**src/rtl/tour_cmd_seq_if.sv**
```systemverilog
// Command handshake between the tour sequencer and cmd_proc.
// The sequencer (master) drives cmd/cmd_rdy/resp; cmd_proc (slave) returns the acknowledges.
interface tour_cmd_seq_if;
  logic [15:0] cmd;
  logic        cmd_rdy;
  logic        clr_cmd_rdy;
  logic        send_resp;
  logic [7:0]  resp;

  modport master (output cmd, cmd_rdy, resp, input clr_cmd_rdy, send_resp);
  modport slave  (input cmd, cmd_rdy, resp, output clr_cmd_rdy, send_resp);
endinterface

```
**src/rtl/tour_cmd_seq.sv**
```systemverilog
// Knight-tour command sequencer: splits each one-hot move into two single-axis
// commands for cmd_proc, with UART passthrough while idle.
module tour_cmd_seq #(
  parameter int unsigned NUM_MOVES  = 24,
  parameter int unsigned IDX_W      = 5,
  parameter bit          VERT_FIRST = 1'b0,
  parameter logic [7:0]  RESP_DONE  = 8'hA5,
  parameter logic [7:0]  RESP_BUSY  = 8'h5A
) (
  input  logic             clk,
  input  logic             rst_n,
  input  logic             start_tour,
  input  logic             abort,
  input  logic [7:0]       move,
  output logic [IDX_W-1:0] mv_indx,
  input  logic [15:0]      cmd_UART,
  input  logic             cmd_rdy_UART,
  tour_cmd_seq_if.master   cp,
  output logic             tour_busy,
  output logic             tour_err
);

  localparam logic [IDX_W-1:0] LAST_IDX = IDX_W'(NUM_MOVES - 1);

  typedef enum logic [2:0] {S_IDLE, S_LEG1, S_HOLD1, S_LEG2, S_HOLD2} state_t;

  state_t           state, state_nxt;
  logic [IDX_W-1:0] idx_nxt;
  logic             err_nxt, busy_nxt;
  logic [7:0]       resp_nxt;

  logic [1:0]  h_sq, v_sq;
  logic        h_pos, v_pos, legal;
  logic [15:0] h_cmd, v_cmd, leg1_cmd, leg2_cmd;

  // One-hot move -> per-axis magnitude and direction; anything else is illegal
  always_comb begin
    h_sq  = 2'd0;
    v_sq  = 2'd0;
    h_pos = 1'b0;
    v_pos = 1'b0;
    legal = 1'b1;
    case (move)
      8'h01:   begin h_sq = 2'd1; h_pos = 1'b0; v_sq = 2'd2; v_pos = 1'b1; end
      8'h02:   begin h_sq = 2'd1; h_pos = 1'b1; v_sq = 2'd2; v_pos = 1'b1; end
      8'h04:   begin h_sq = 2'd2; h_pos = 1'b0; v_sq = 2'd1; v_pos = 1'b1; end
      8'h08:   begin h_sq = 2'd2; h_pos = 1'b0; v_sq = 2'd1; v_pos = 1'b0; end
      8'h10:   begin h_sq = 2'd1; h_pos = 1'b0; v_sq = 2'd2; v_pos = 1'b0; end
      8'h20:   begin h_sq = 2'd1; h_pos = 1'b1; v_sq = 2'd2; v_pos = 1'b0; end
      8'h40:   begin h_sq = 2'd2; h_pos = 1'b1; v_sq = 2'd1; v_pos = 1'b0; end
      8'h80:   begin h_sq = 2'd2; h_pos = 1'b1; v_sq = 2'd1; v_pos = 1'b1; end
      default: legal = 1'b0;
    endcase
  end

  assign h_cmd    = {4'h2, (h_pos ? 8'hBF : 8'h3F), 2'b00, h_sq};
  assign v_cmd    = {4'h3, (v_pos ? 8'h00 : 8'h7F), 2'b00, v_sq};
  assign leg1_cmd = VERT_FIRST ? v_cmd : h_cmd;
  assign leg2_cmd = VERT_FIRST ? h_cmd : v_cmd;

  always_ff @(posedge clk or negedge rst_n) begin
    if (!rst_n) begin
      state     <= S_IDLE;
      mv_indx   <= '0;
      tour_err  <= 1'b0;
      tour_busy <= 1'b0;
      cp.resp   <= RESP_DONE;
    end else begin
      state     <= state_nxt;
      mv_indx   <= idx_nxt;
      tour_err  <= err_nxt;
      tour_busy <= busy_nxt;
      cp.resp   <= resp_nxt;
    end
  end

  // Next state plus the combinational cmd mux; abort outranks every handshake
  always_comb begin
    state_nxt  = state;
    idx_nxt    = mv_indx;
    err_nxt    = tour_err;
    cp.cmd     = cmd_UART;
    cp.cmd_rdy = cmd_rdy_UART;
    case (state)
      S_IDLE: begin
        if (start_tour && !abort) begin
          idx_nxt   = '0;
          err_nxt   = 1'b0;
          state_nxt = S_LEG1;
        end
      end
      S_LEG1: begin
        cp.cmd     = leg1_cmd;
        cp.cmd_rdy = legal;
        if (abort) begin
          state_nxt = S_IDLE;
        end else if (!legal) begin
          err_nxt   = 1'b1;
          state_nxt = S_IDLE;
        end else if (cp.clr_cmd_rdy) begin
          state_nxt = S_HOLD1;
        end
      end
      S_HOLD1: begin
        cp.cmd     = leg1_cmd;
        cp.cmd_rdy = 1'b0;
        if (abort)             state_nxt = S_IDLE;
        else if (cp.send_resp) state_nxt = S_LEG2;
      end
      S_LEG2: begin
        cp.cmd     = leg2_cmd;
        cp.cmd_rdy = 1'b1;
        if (abort)               state_nxt = S_IDLE;
        else if (cp.clr_cmd_rdy) state_nxt = S_HOLD2;
      end
      S_HOLD2: begin
        cp.cmd     = leg2_cmd;
        cp.cmd_rdy = 1'b0;
        if (abort) begin
          state_nxt = S_IDLE;
        end else if (cp.send_resp) begin
          if (mv_indx == LAST_IDX) begin
            state_nxt = S_IDLE;
          end else begin
            idx_nxt   = mv_indx + IDX_W'(1);
            state_nxt = S_LEG1;
          end
        end
      end
      default: state_nxt = S_IDLE;
    endcase
  end

  // Registered status tracks the state being entered
  always_comb begin
    busy_nxt = (state_nxt != S_IDLE);
    resp_nxt = RESP_DONE;
    if (state_nxt == S_LEG1 || state_nxt == S_HOLD1 || state_nxt == S_LEG2)
      resp_nxt = RESP_BUSY;
    else if (state_nxt == S_HOLD2 && idx_nxt != LAST_IDX)
      resp_nxt = RESP_BUSY;
  end

endmodule

```
**src/flat_wrapper.sv**
```systemverilog
// flat-port wrapper written by rule: the top's interface ports become plain ports
module tour_cmd_seq_flat 
#(
  parameter int unsigned NUM_MOVES  = 24,
  parameter int unsigned IDX_W      = 5,
  parameter bit          VERT_FIRST = 1'b0,
  parameter logic [7:0]  RESP_DONE  = 8'hA5,
  parameter logic [7:0]  RESP_BUSY  = 8'h5A
)
  (clk, rst_n, start_tour, abort, move, mv_indx, cmd_UART, cmd_rdy_UART, tour_busy, tour_err, cp_cmd, cp_cmd_rdy, cp_resp, cp_clr_cmd_rdy, cp_send_resp);
  tour_cmd_seq_if cp_i ();
  input  logic clk;
  input  logic rst_n;
  input  logic start_tour;
  input  logic abort;
  input  logic [7:0] move;
  output logic [IDX_W-1:0] mv_indx;
  input  logic [15:0] cmd_UART;
  input  logic cmd_rdy_UART;
  output logic tour_busy;
  output logic tour_err;
  output wire logic [$bits(cp_i.cmd)-1:0] cp_cmd;
  output wire logic [$bits(cp_i.cmd_rdy)-1:0] cp_cmd_rdy;
  output wire logic [$bits(cp_i.resp)-1:0] cp_resp;
  input wire logic [$bits(cp_i.clr_cmd_rdy)-1:0] cp_clr_cmd_rdy;
  input wire logic [$bits(cp_i.send_resp)-1:0] cp_send_resp;
  assign cp_cmd = cp_i.cmd;
  assign cp_cmd_rdy = cp_i.cmd_rdy;
  assign cp_resp = cp_i.resp;
  assign cp_i.clr_cmd_rdy = cp_clr_cmd_rdy;
  assign cp_i.send_resp = cp_send_resp;
  tour_cmd_seq #(.NUM_MOVES(NUM_MOVES), .IDX_W(IDX_W), .VERT_FIRST(VERT_FIRST), .RESP_DONE(RESP_DONE), .RESP_BUSY(RESP_BUSY)) u_core (.clk(clk), .rst_n(rst_n), .start_tour(start_tour), .abort(abort), .move(move), .mv_indx(mv_indx), .cmd_UART(cmd_UART), .cmd_rdy_UART(cmd_rdy_UART), .cp(cp_i), .tour_busy(tour_busy), .tour_err(tour_err));
endmodule
```
**config.mk**
```make
export PLATFORM = sky130hd
export DESIGN_NAME = tour_cmd_seq_flat
export DESIGN_NICKNAME = d
export VERILOG_FILES = /design/src/rtl/tour_cmd_seq_if.sv /design/src/rtl/tour_cmd_seq.sv /design/src/flat_wrapper.sv
export SDC_FILE = /design/constraint.sdc
export NUM_CORES = 1
export LEC_CHECK = 0
export CORE_ASPECT_RATIO = 1.25
export CORE_MARGIN = 2
export CORE_UTILIZATION = 40
export CTS_CLUSTER_DIAMETER = 40
export DETAILED_ROUTE_END_ITERATION = 7
export PLACE_DENSITY = 0.85
export SLEW_MARGIN = 10
export SYNTH_ARGS = -nofsm -noshare
export SYNTH_HDL_FRONTEND = slang
export SYNTH_SLANG_ARGS = --single-unit
```
**constraint.sdc**
```tcl
create_clock -name clk -period 1.95 [get_ports clk]
set_input_delay 0.195 -clock clk [delete_from_list [all_inputs] [get_ports clk]]
set_output_delay 0.195 -clock clk [all_outputs]
set_load 0.05 [all_outputs]
```
Word-level counts from Yosys, hierarchy flattened
Cells that the tools add are included. Widths: inputs -> output; s select.

Register bits: 18. Output and inout port bits: 32. Logic and storage cells: 76.

$add $sub $neg: 1. Equal/unequal tests: 21. Multiplexer cells: 32. Reduce and logical (&&, ||, !) cells: 17.

Operator list (count): $pmux 16 s2 (1); $mux 3 (10); $mux 8 (3); $mux 5 (4); $reduce_or 4->1 (4); $pmux 3 s5 (1); $eq 3x2->1 const B (4); $pmux 5 s2 (1); $eq 8x1->1 const B (1); $eq 8x2->1 const B (1); $eq 8x3->1 const B (1); $eq 8x4->1 const B (1); $eq 8x5->1 const B (1); $eq 8x6->1 const B (1); $eq 8x7->1 const B (1); $eq 8x8->1 const B (1); $pmux 2 s2 (2); $reduce_or 8->1 (1); $mux 1 (7); $mux 7 (1); $eq 3x1->1 const B (2); $eq 3x3->1 const B (2); $reduce_or 2->1 (3); $add 5x1->5 const B (1); 13 further kinds (16).

Depth between registers and ports, before layout
Gate-level depths: netlist of the first run.

Depth in word-level cells: 10. Depth in mapped cells: 7. Mapped depth without buffers: 7.

Least setup slack after synthesis of the first run
No wires, ideal clock.

Kind: register to output. From: register u_core.state[0]. To: output port cp_cmd[1]. Data arrival time: 3.582 ns. Required time: 1.755 ns. Slack: -1.827 ns. Cell stages (with the launch flop): 7. Cells stage by stage: dfrtp_1 -> buf_2 -> nand2b_1 -> nor2_1 -> a21oi_1 -> nor2_1 -> a2111oi_0.

Word-level cells in the longest chain between the ends: 3. Elaborated cells on any way between the ends: 7. Those cells by class: eq/ne (4); mux (1); reduce/logical (2).

RTL lines: start, declared (RTL line tour_cmd_seq.sv:27) `state_t state, state_nxt;`; start signal, assigned (RTL line tour_cmd_seq.sv:69) `state <= state_nxt;`; $eq 3x2->1 (tied with other cells) (RTL line tour_cmd_seq.sv:84) `case (state)`; $reduce_or 2->1 (no source line); $pmux 16 s2 * (RTL line tour_cmd_seq.sv:84); end, declared (RTL line flat_wrapper.sv:22) `output wire logic [$bits(cp_i.cmd)-1:0] cp_cmd;`.

Mark *: on every way between the ends. The rest lies on a longest branch, timed or not.

Worst setup path after layout of the first run
From: input port move[3]. To: output port cp_cmd[1].

Word-level cells in the longest chain between the ends: 4. Elaborated cells on any way between the ends: 13. Those cells by class: eq/ne (8); mux (3); reduce/logical (2).

RTL lines: start, declared (RTL line flat_wrapper.sv:16) `input logic [7:0] move;`; $eq 8x3->1 (tied with other cells) (RTL line tour_cmd_seq.sv:43) `case (move)`; $reduce_or 4->1 (no source line); $pmux 2 s2 (RTL line tour_cmd_seq.sv:43); $pmux 16 s2 * (RTL line tour_cmd_seq.sv:84).

Marks and branches as above.

==> summary.md, run 1 <==
| Metric | Value |
|---|---|
| Min Clock Period, post-route | `approximately 2000 ps` |
| Total power | `0.978 mW` |
| Initial DRC Count | `65` |
| Path depth of the worst reg2reg path | `7` |
| Hold Buf Count CTS | `0` |
| Post-synth cell types | `54` |
| Final GP Congestion | `0.814` |
| P_int | `between 0.5 and 0.6 mW` |
| Avg Inst Size Synth | `around 7.6 sq um` |
| Max cap viols | `0` |
| Post-layout nets | `281` |
| Pwr/cell area | `approximately 400 nW/um^2` |
| Psw | `approximately 0.40 mW` |
| F_max | `0.504 GHz` |
| Setup crit start kind | `input port` |
| Failing checks | `setup timing` |
| Via count | `1697` |
| Io pins | `63` |
| GRT Util Overall | `24.9%` |
| Register area | `308 sq um` |
| Total clock buffers created by CTS | `3` |
| Final setup fails | `3` |
| Clock Pin Slew Worst Setup and Hold Paths | `80 ps` |
| Hold WS | `243 ps` |
| Worst skew pair latency | `290 ps` |
| IO Port Bufs | `between 60 and 70` |
| Commonest non-fill, non-tap cell in the layout | `buf_4` |
| Filler Cell Count | `152` |
| Global-route wire length before repair | `6600 um` |
| Max-slew violation count | `0` |
| Mapped Area | `1230 sq um` |
| Synth warn | `0` |
| Gate Count Post-Synth | `162` |
| Total gr overflow | `0` |
| Hold crit path type | `input port to async pin` |
| Sw Share | `about two fifths` |
| Final hold violations | `0` |
| Worst reg2reg setup slack | `-30 ps` |
| Final wirelength | `4880 um` |
| Proportion of power drawn by combinational gates | `55.9%` |
| Die area | `3530 sq um` |
| H-tree depth | `1` |
| Clock buffer depth | `2` |
| Largest net degree at the start of global routing | `16` |
| Area grow syn2layout | `98.4%` |
| Post-synth net total | `194` |
| Routed len/inst | `17.2 um` |
| CP Class | `input port to output port` |
| Drt pass-1 iters | `4` |
| Die Y-Extent | `65.9 um` |
| Final Cycle Share | `102%` |
| Clk pwr share | `16.9%` |
| EDFF count, synth | `0` |
| Required @ worst endpoint | `1750 ps` |
| DP Wirelength | `2970 um` |
| Vias in the first global route | `1587` |
| Synthesized flop and latch total | `12` |
| Measured slew at the worst slew-check pin | `517 ps` |
| Drt drc | `0` |
| Crit Path Max Fanout | `5` |
| Worst relative slew slack | `65.5%` |
| Initial Util | `41.6%` |
| Diodes inserted | `0` |
| Placement Setup Slack | `-413 ps` |
| RSZ-0062 raised after global routing | `yes` |
| Status | `complete, but fails checks` |
| LEAKAGE | `1.05 nW` |
| Layout cell share with drive strength beyond 1 | `43.5%` |
| Area occupied by multi-input gates | `between 1000 and 1500 sq um` |
| Core Region | `slightly below 3000 sq um` |
| Rows | `22` |
| Peak VDD IR | `around 0.00038 V` |
| Post-route setup TNS | `-75.4 ps` |
| Worst Setup End Kind | `output port` |
| Part of the power in registers | `27.2%` |
| CP Launch Point | `move[3]` |
| Post-DR vias/cell | `approximately 6` |
| FF-to-FF Start | `u_core.state[0]$_DFF_PN0_` |
| Die Wd | `53.5 um` |
| Setup crit end | `cp_cmd[1]` |
| Fin worst setup slack | `-36.0 ps` |
| Top_reg_cell synth | `dfrtp_1` |
| Detail Route Antenna Nets | `0` |
| Ys async rst share | `100%` |
| Initial antenna violation count | `0` |
| Seq/Total Area, Yosys | `24.6%` |
| Leading cell types in the layout, fill and taps excluded | `buf_4 (40), clkdlybuf4s50_1 (37), nand2_1 (11)` |
| Layout Skew | `15.0 ps` |
| CTS tree | `yes` |
| Data arrival, critical path | `1790 ps` |
| Reg2reg end | `u_core.cp.resp[6]$_DFF_PN0_` |
| Clock root buffer | `clkbuf_4` |
| Clock net sink count | `12` |
-- layout make-up --
type                    instances  share of cell area (%)
clock buffers                   4                    1.08
flip-flops and latches         12                    12.7
well taps                      36                    1.85
repair buffers                 99                    40.6
inverters                       5                   0.772
multi-input cells             128                    43.0
-- routing by layer --
| metal | wire, um | up-vias | track usage (%) |
|---|---|---|---|
| li1 | - | 764 | - |
| met2 | 2690 | 106 | 47.4 |
| met5 | 0 | - | 0 |
| met3 | 354 | 22 | 4.30 |
| met4 | 184 | 0 | 13.8 |
| met1 | 1650 | 805 | 23.9 |
-- power by group through the flow --
stage	combinational (mW)	clock, mW	sequential [mW]
6_report	0.546	0.165	0.266
5_1_grt	0.573	0.177	0.267
4_1_cts	0.506	0.169	0.265
3_5_place_dp	0.489	0	0.271
3_3_place_gp	0.483	0	0.270
2_1_floorplan	0.243	0	0.293
-- logic make-up (layout without fill, tap and decap cells) --
kind of cell / count (synthesis) / in the layout / share of synthesized area, %
flops: 12 / 12 / 24.6
compound gates: 54 / 54 / 30.5
fa+ha+maj: 1 / 1 / 1.02
buf+inv: 22 / 108 / 9.69
simple gates: 68 / 68 / 30.5
xor+xnor: 4 / 4 / 2.86
mux: 1 / 1 / 0.816
-- stage by stage --
stage                     instance area [sq um]  utilization [%]  cells
after floorplan                            1270                -    162
after global placement                     2130             72.4    271
after detailed placement                   2130             72.4    271
after CTS                                  2270             77.1    281
after global routing                       2430             82.6    284
final                                      2430             82.6    284
-- synthesized netlist by cell type, drive strengths merged, types with 4 or more instances --
cell,instances,area (sq um)
nor2,11,43.8
nor3,6,35.0
o21ai,14,70.1
nor2b,11,68.8
buf,13,85.1
or2,4,25.0
nand2,12,45.0
dfrtp,11,275
inv,5,18.8
nor4,5,31.3
a21o,9,68.8
nand4,4,25.0
a21oi,6,30.0
a31oi,4,25.0
clkbuf,4,15.0
nand3,5,25.0
-- registers in the layout, summed over array words and instances (netlist names) --
register          flops
u_core.mv_indx        5
u_core.state          3
u_core.cp.resp        2
u_core.tour_busy      1
u_core.tour_err       1
-- how the worst min path moves through the flow --
stage / end / start / depth (start not counted)
after floorplan: u_core.cp.resp[6]$_DFF_PN0_ / rst_n / 0
final: u_core.mv_indx[4]$_DFF_PN0_ / rst_n / 1
after global routing: u_core.mv_indx[3]$_DFF_PN0_ / rst_n / 1
after global placement: u_core.tour_err$_DFFE_PN0P_ / u_core.tour_err$_DFFE_PN0P_ / 2
after detailed placement: u_core.tour_err$_DFFE_PN0P_ / u_core.tour_err$_DFFE_PN0P_ / 2
after CTS: u_core.mv_indx[4]$_DFF_PN0_ / rst_n / 1
-- worst max-delay path, cell delays in order --
cell	delay [ps]
clkdlybuf4s15_1	330
inv_1	160
nor3_4	270
o21ai_4	100
a21oi_2	150
nor3_2	60
a2111oi_4	330
buf_12	190
-- what timing repair did --
action                     4_1_cts  5_1_grt
setup endpoints to repair       19       18
buffers inserted                 6        3
pin swaps                       15       19
resized for setup               45       41
Note: power is estimated with default switching activity, not from simulation.
==> run 2, diff against run 1 <==
Settings changed: CTS_CLUSTER_SIZE set to 16, TNS_END_PERCENT set to 20.
==> summary.md, run 2 (synthesis gave the netlist of run 1 again) <==
| Metric | Value |
|---|---|
| Final Non-Filler Cells | `277` |
| Worst relative slew slack | `65.3%` |
| Total gr overflow | `0` |
| Largest net degree at the start of global routing | `14` |
| Diodes inserted | `0` |
| Total clock buffers created by CTS | `3` |
| H-tree depth | `1` |
| Data arrival, critical path | `1820 ps` |
| Die area | `3530 sq um` |
| Drt drc | `0` |
| Via count | `1643` |
| Fin worst setup slack | `-60.8 ps` |
| Path depth of the worst reg2reg path | `8` |
| Min Clock Period, post-route | `2010 ps` |
| Post-layout nets | `274` |
| LEAKAGE | `roughly 1.0 nW` |
| Register with the most flip-flops | `u_core.mv_indx` |
| Area grow syn2layout | `90.0%` |
| F_max | `0.497 GHz` |
| Final GP Congestion | `0.831` |
| Detail Route Antenna Nets | `0` |
| Worst reg2reg setup slack | `70 ps` |
| Post-Place Cell Area | `2080 sq um` |
| Leading cell types in the layout, fill and taps excluded | `clkdlybuf4s50_1 (37), buf_4 (27), o21ai_0 (11), nand2_1 (11), buf_12 (10)` |
| Commonest non-fill, non-tap cell in the layout | `clkdlybuf4s50_1` |
| Pwr/cell area | `431 nW/um^2` |
| Crit Path Max Fanout | `8` |
| Initial antenna violation count | `0` |
| CP max stage cell | `dfrtp_2` |
| Die Wd | `roughly 54 um` |
| Max-slew violation count | `0` |
| Worst Setup End Kind | `output port` |
| Max cap viols | `0` |
| DP Wirelength | `roughly 3000 um` |
| Final Cycle Share | `103%` |
| Hold WS | `approximately 250 ps` |
| CP Class | `flip-flop to output port` |
| Initial DRC Count | `33` |
| Io pins | `63` |
| Hold Buf Count CTS | `0` |
| Die Y-Extent | `65.9 um` |
| Post-route setup TNS | `-225 ps` |
| Vias in the first global route | `1479` |
| Hold crit path type | `input port to async pin` |
| Failing checks | `setup timing` |
| Peak VDD IR | `0.000391 V` |
| CP cell instances | `buf_6 -> nor2_4 -> a21oi_4 -> nor2_2 -> a2111oi_4 -> clkbuf_16` |
| Initial Util | `approximately two fifths` |
| Drt pass-1 iters | `4` |
| Clock root buffer | `clkbuf_4` |
| Final setup fails | `11` |
| FF-to-FF Start | `u_core.state[0]$_DFF_PN0_` |
| Setup crit start kind | `flip-flop` |
| Global-route wire length before repair | `6350 um` |
| Required @ worst endpoint | `1750 ps` |
| Filler Cell Count | `193` |
| Clock net sink count | `12` |
| Status | `complete, but fails checks` |
| RSZ-0062 raised after global routing | `yes` |
| Routed len/inst | `16.3 um` |
| Rows | `22` |
| Clock Pin Slew Worst Setup and Hold Paths | `80 ps` |
| CP peak stage delay | `520 ps` |
| Total power | `1.00 mW` |
| IO Port Bufs | `between 60 and 70` |
| Layout cell share with drive strength beyond 1 | `38.2%` |
| Clock buffer depth | `2` |
| Final instance area | `2330 sq um` |
| Reg2reg end | `u_core.cp.resp[6]$_DFF_PN0_` |
| Largest registers | `u_core.mv_indx: 5 flops, u_core.state: 3 flops, u_core.cp.resp: 2 flops` |
| GRT Util Overall | `24.0%` |
| Final hold violations | `0` |
| Core Region | `between 2000 and 3000 sq um` |
| Layout Skew | `2.05 ps` |
| Final wirelength | `approximately 4500 um` |
| Measured slew at the worst slew-check pin | `519 ps` |
| Largest register FFs | `5` |
| Post-DR vias/cell | `5.93` |
| Worst skew pair latency | `290 ps` |
| Placed cell count | `267` |
| CTS tree | `yes` |
[run 2: through the flow]
| step | worst slack, ps | utilization, % |
|---|---|---|
| finish | -60.8 | 79.1 |
| global route | -136 | 79.1 |
| CTS | 4.84 | 76.8 |
| detailed placement | -432 | 70.6 |
| global placement | -408 | 70.6 |
| floorplan | -321 | - |
[run 2: how the worst max path moves through the flow]
stage	slack [ps]	from	endpoint	cells past startpoint
global route	-140	u_core.state[0]$_DFF_PN0_	cp_cmd[1]	6
finish	-60	u_core.state[0]$_DFF_PN0_	cp_cmd[1]	6
detailed placement	-430	move[5]	cp_cmd_rdy	7
floorplan	-320	move[5]	cp_cmd_rdy	6
global placement	-410	move[5]	cp_cmd[0]	8
CTS	5	move[6]	cp_cmd[1]	9
[run 2: critical path: cells and delay by family, from the launching register on]
| family | cells | cell delay, ps |
|---|---|---|
| AOI/OAI and AO/OA | 2 | 490 |
| buffers and inverters | 2 | 380 |
| DFF | 1 | 520 |
| and+or+nand+nor | 2 | 110 |
[run 2: per-layer routing]
layer | up-vias | wire length, um | global-route usage, %
li1 | 751 | - | -
met5 | - | 0 | 0
met1 | 782 | 1640 | 23.4
met3 | 20 | 274 | 3.17
met4 | 0 | 181 | 10.3
met2 | 90 | 2410 | 47.5
[run 2: timing repair]
action                     CTS  global route
pin swaps                   10             9
setup endpoints to repair   18            13
buffers inserted             4             2
resized for setup           52            18
[run 2: power by group]
part / switching, mW / total (mW) / internal, mW
clock network: 0.0940 / 0.208 / 0.114
logic: 0.292 / 0.528 / 0.236
registers: 0.00967 / 0.268 / 0.258
[run 2: final cells by class]
type,count,area (sq um),share of cell area (%)
timing repair buffer,92,943,40.5
tap,36,45.0,1.93
sequential,12,304,13.1
inverter,5,18.8,0.806
multi-input combinational,128,982,42.2
clock buffer,4,36.3,1.56
==> run 3, diff against run 2 <==
Settings changed: CORE_MARGIN 2 to 3, SKIP_CTS_REPAIR_TIMING set to 1.
==> summary.md, run 3 (synthesis gave the netlist of run 1 again) <==
| Metric | Value |
|---|---|
| Total gr overflow | `0` |
| Diodes inserted | `0` |
| Layout Skew | `4.06 ps` |
| Final core utilization | `87.1%` |
| Core Region | `2810 sq um` |
| Crit Path Max Fanout | `7` |
| Initial DRC Count | `91` |
| Max cap viols | `0` |
| Required @ worst endpoint | `1750 ps` |
| Path depth of the worst reg2reg path | `5` |
| F_max | `0.488 GHz` |
| Commonest non-fill, non-tap cell in the layout | `clkdlybuf4s50_1` |
| Hold crit path type | `input port to async pin` |
| Pwr/cell area | `418 nW/um^2` |
| Register with the most flip-flops | `u_core.mv_indx` |
| Leading cell types in the layout, fill and taps excluded | `clkdlybuf4s50_1 (37), buf_4 (23), buf_6 (17)` |
| CP Class | `flip-flop to output port` |
| Drt drc | `0` |
| Post-route setup TNS | `-262 ps` |
| Clock net sink count | `12` |
| Failing checks | `setup timing` |
| FF-to-FF Start | `u_core.state[1]$_DFF_PN0_` |
| Final hold violations | `0` |
| Layout cell share with drive strength beyond 1 | `42.0%` |
| Peak VDD IR | `0.000389 V` |
| Routed len/inst | `20.6 um` |
| Die Wd | `55.5 um` |
| Setup crit start kind | `flip-flop` |
| IO Port Bufs | `62` |
| Top delay family on crit path | `compound AO/OA/AOI/OAI gates` |
| Via count | `1772` |
| WP depth | `6` |
| Clock Pin Slew Worst Setup and Hold Paths | `approximately 80 ps` |
| Measured slew at the worst slew-check pin | `534 ps` |
| Min Clock Period, post-route | `~2000 ps` |
| DP Wirelength | `3210 um` |
| GRT Util Overall | `21.3%` |
| Clock buffer depth | `2` |
| Final instance area | `2450 sq um` |
| Detail Route Antenna Nets | `0` |
| Largest registers | `u_core.mv_indx: 5 flops, u_core.state: 3 flops, u_core.cp.resp: 2 flops` |
| Post-DR vias/cell | `6.35` |
| Final setup fails | `10` |
| Post-Place Cell Area | `2060 sq um` |
| CP peak stage delay | `roughly 500 ps` |
| Rows | `21` |
| Worst reg2reg setup slack | `20 ps` |
| Post-layout nets | `around 280` |
| Largest register FFs | `5` |
| CTS tree | `yes` |
| Fin worst setup slack | `-98.5 ps` |
| Clock root buffer | `clkbuf_4` |
| Area grow syn2layout | `99.8%` |
| Hold WS | `264 ps` |
| Die area | `~3800 sq um` |
| Die Y-Extent | `67.9 um` |
| Initial antenna violation count | `0` |
| LEAKAGE | `1.06 nW` |
| Status | `complete, but fails checks` |
| Max-slew violation count | `0` |
| Largest net degree at the start of global routing | `21` |
| Final GP Congestion | `approximately 0.9` |
| Filler Cell Count | `~130` |
| Total clock buffers created by CTS | `3` |
| CP max stage cell | `dfrtp_2` |
| Worst relative slew slack | `64.3%` |
| Reg2reg end | `u_core.cp.resp[6]$_DFF_PN0_` |
| Placement Setup Slack | `-436 ps` |
| Worst skew pair latency | `270 ps` |
| Io pins | `63` |
| Drt pass-1 iters | `4` |
| Worst Setup End Kind | `output port` |
| H-tree depth | `1` |
| Data arrival, critical path | `1850 ps` |
| RSZ-0062 raised after global routing | `yes` |
| Crit path top cell by count | `nor2_4` |
| CP cell instances | `buf_6 -> nor2_4 -> a21oi_4 -> nor2_4 -> a2111oi_4 -> clkbuf_16` |
| Initial Util | `between 40% and 50%` |
| Final Cycle Share | `105%` |
| Final wirelength | `5740 um` |
| Global-route wire length before repair | `6570 um` |
| Crit path buf inv count | `2` |
| CP Launch Point | `u_core.state[0]$_DFF_PN0_` |
| Vias in the first global route | `1462` |
| Setup crit end | `cp_cmd[1]` |
==> run 3: changes by cell type in the layout (fill, tap and decap cells not counted), sizes merged <==
cell          change
clkbuf            +4
buf               -2
dlymetal6s2s      +3
dlygate4sd2       -1
==> run 3: report_power, final <==
group	switching (mW)	internal [mW]
Sequential	0.0100	0.258
Clock	0.0865	0.114
Combinational	0.311	0.245
Total	0.407	0.616
==> run 3: metrics by stage <==
step                cells  total power, mW
global route          279             1.06
detailed placement    262            0.753
floorplan             162            0.531
finish                279             1.02
global placement      262            0.742
CTS                   266            0.948
==> run 3: routing by layer <==
layer / GRT usage (%) / routed length (um) / vias to the layer above
met5: 0 / 0 / -
met1: 22.1 / 1880 / 828
met4: 7.29 / 323 / 0
met2: 42.3 / 3030 / 147
met3: 4.72 / 506 / 35
li1: - / - / 762
==> run 3: cell type report <==
class,count,area (sq um),share of cell area [%]
multi-input combinational,128,1040,42.3
tap,34,42.5,1.74
sequential,12,305,12.5
timing repair buffer,96,1010,41.1
clock buffer,4,36.3,1.48
inverter,5,21.3,0.868
==> run 3: worst reg2reg max path: cells and delay by family (launching register included) <==
kind	cells	cell delay (ps)
AOI/OAI and AO/OA	2	580
DFF	1	490
and+or+nand+nor	3	760
==> run 3: worst min-delay path by stage <==
stage / endpoint / start
floorplan: u_core.cp.resp[6]$_DFF_PN0_ / rst_n
global placement: u_core.tour_err$_DFFE_PN0P_ / u_core.tour_err$_DFFE_PN0P_
detailed placement: u_core.tour_err$_DFFE_PN0P_ / u_core.tour_err$_DFFE_PN0P_
CTS: u_core.mv_indx[2]$_DFF_PN0_ / rst_n
global route: u_core.mv_indx[3]$_DFF_PN0_ / rst_n
finish: u_core.mv_indx[3]$_DFF_PN0_ / rst_n
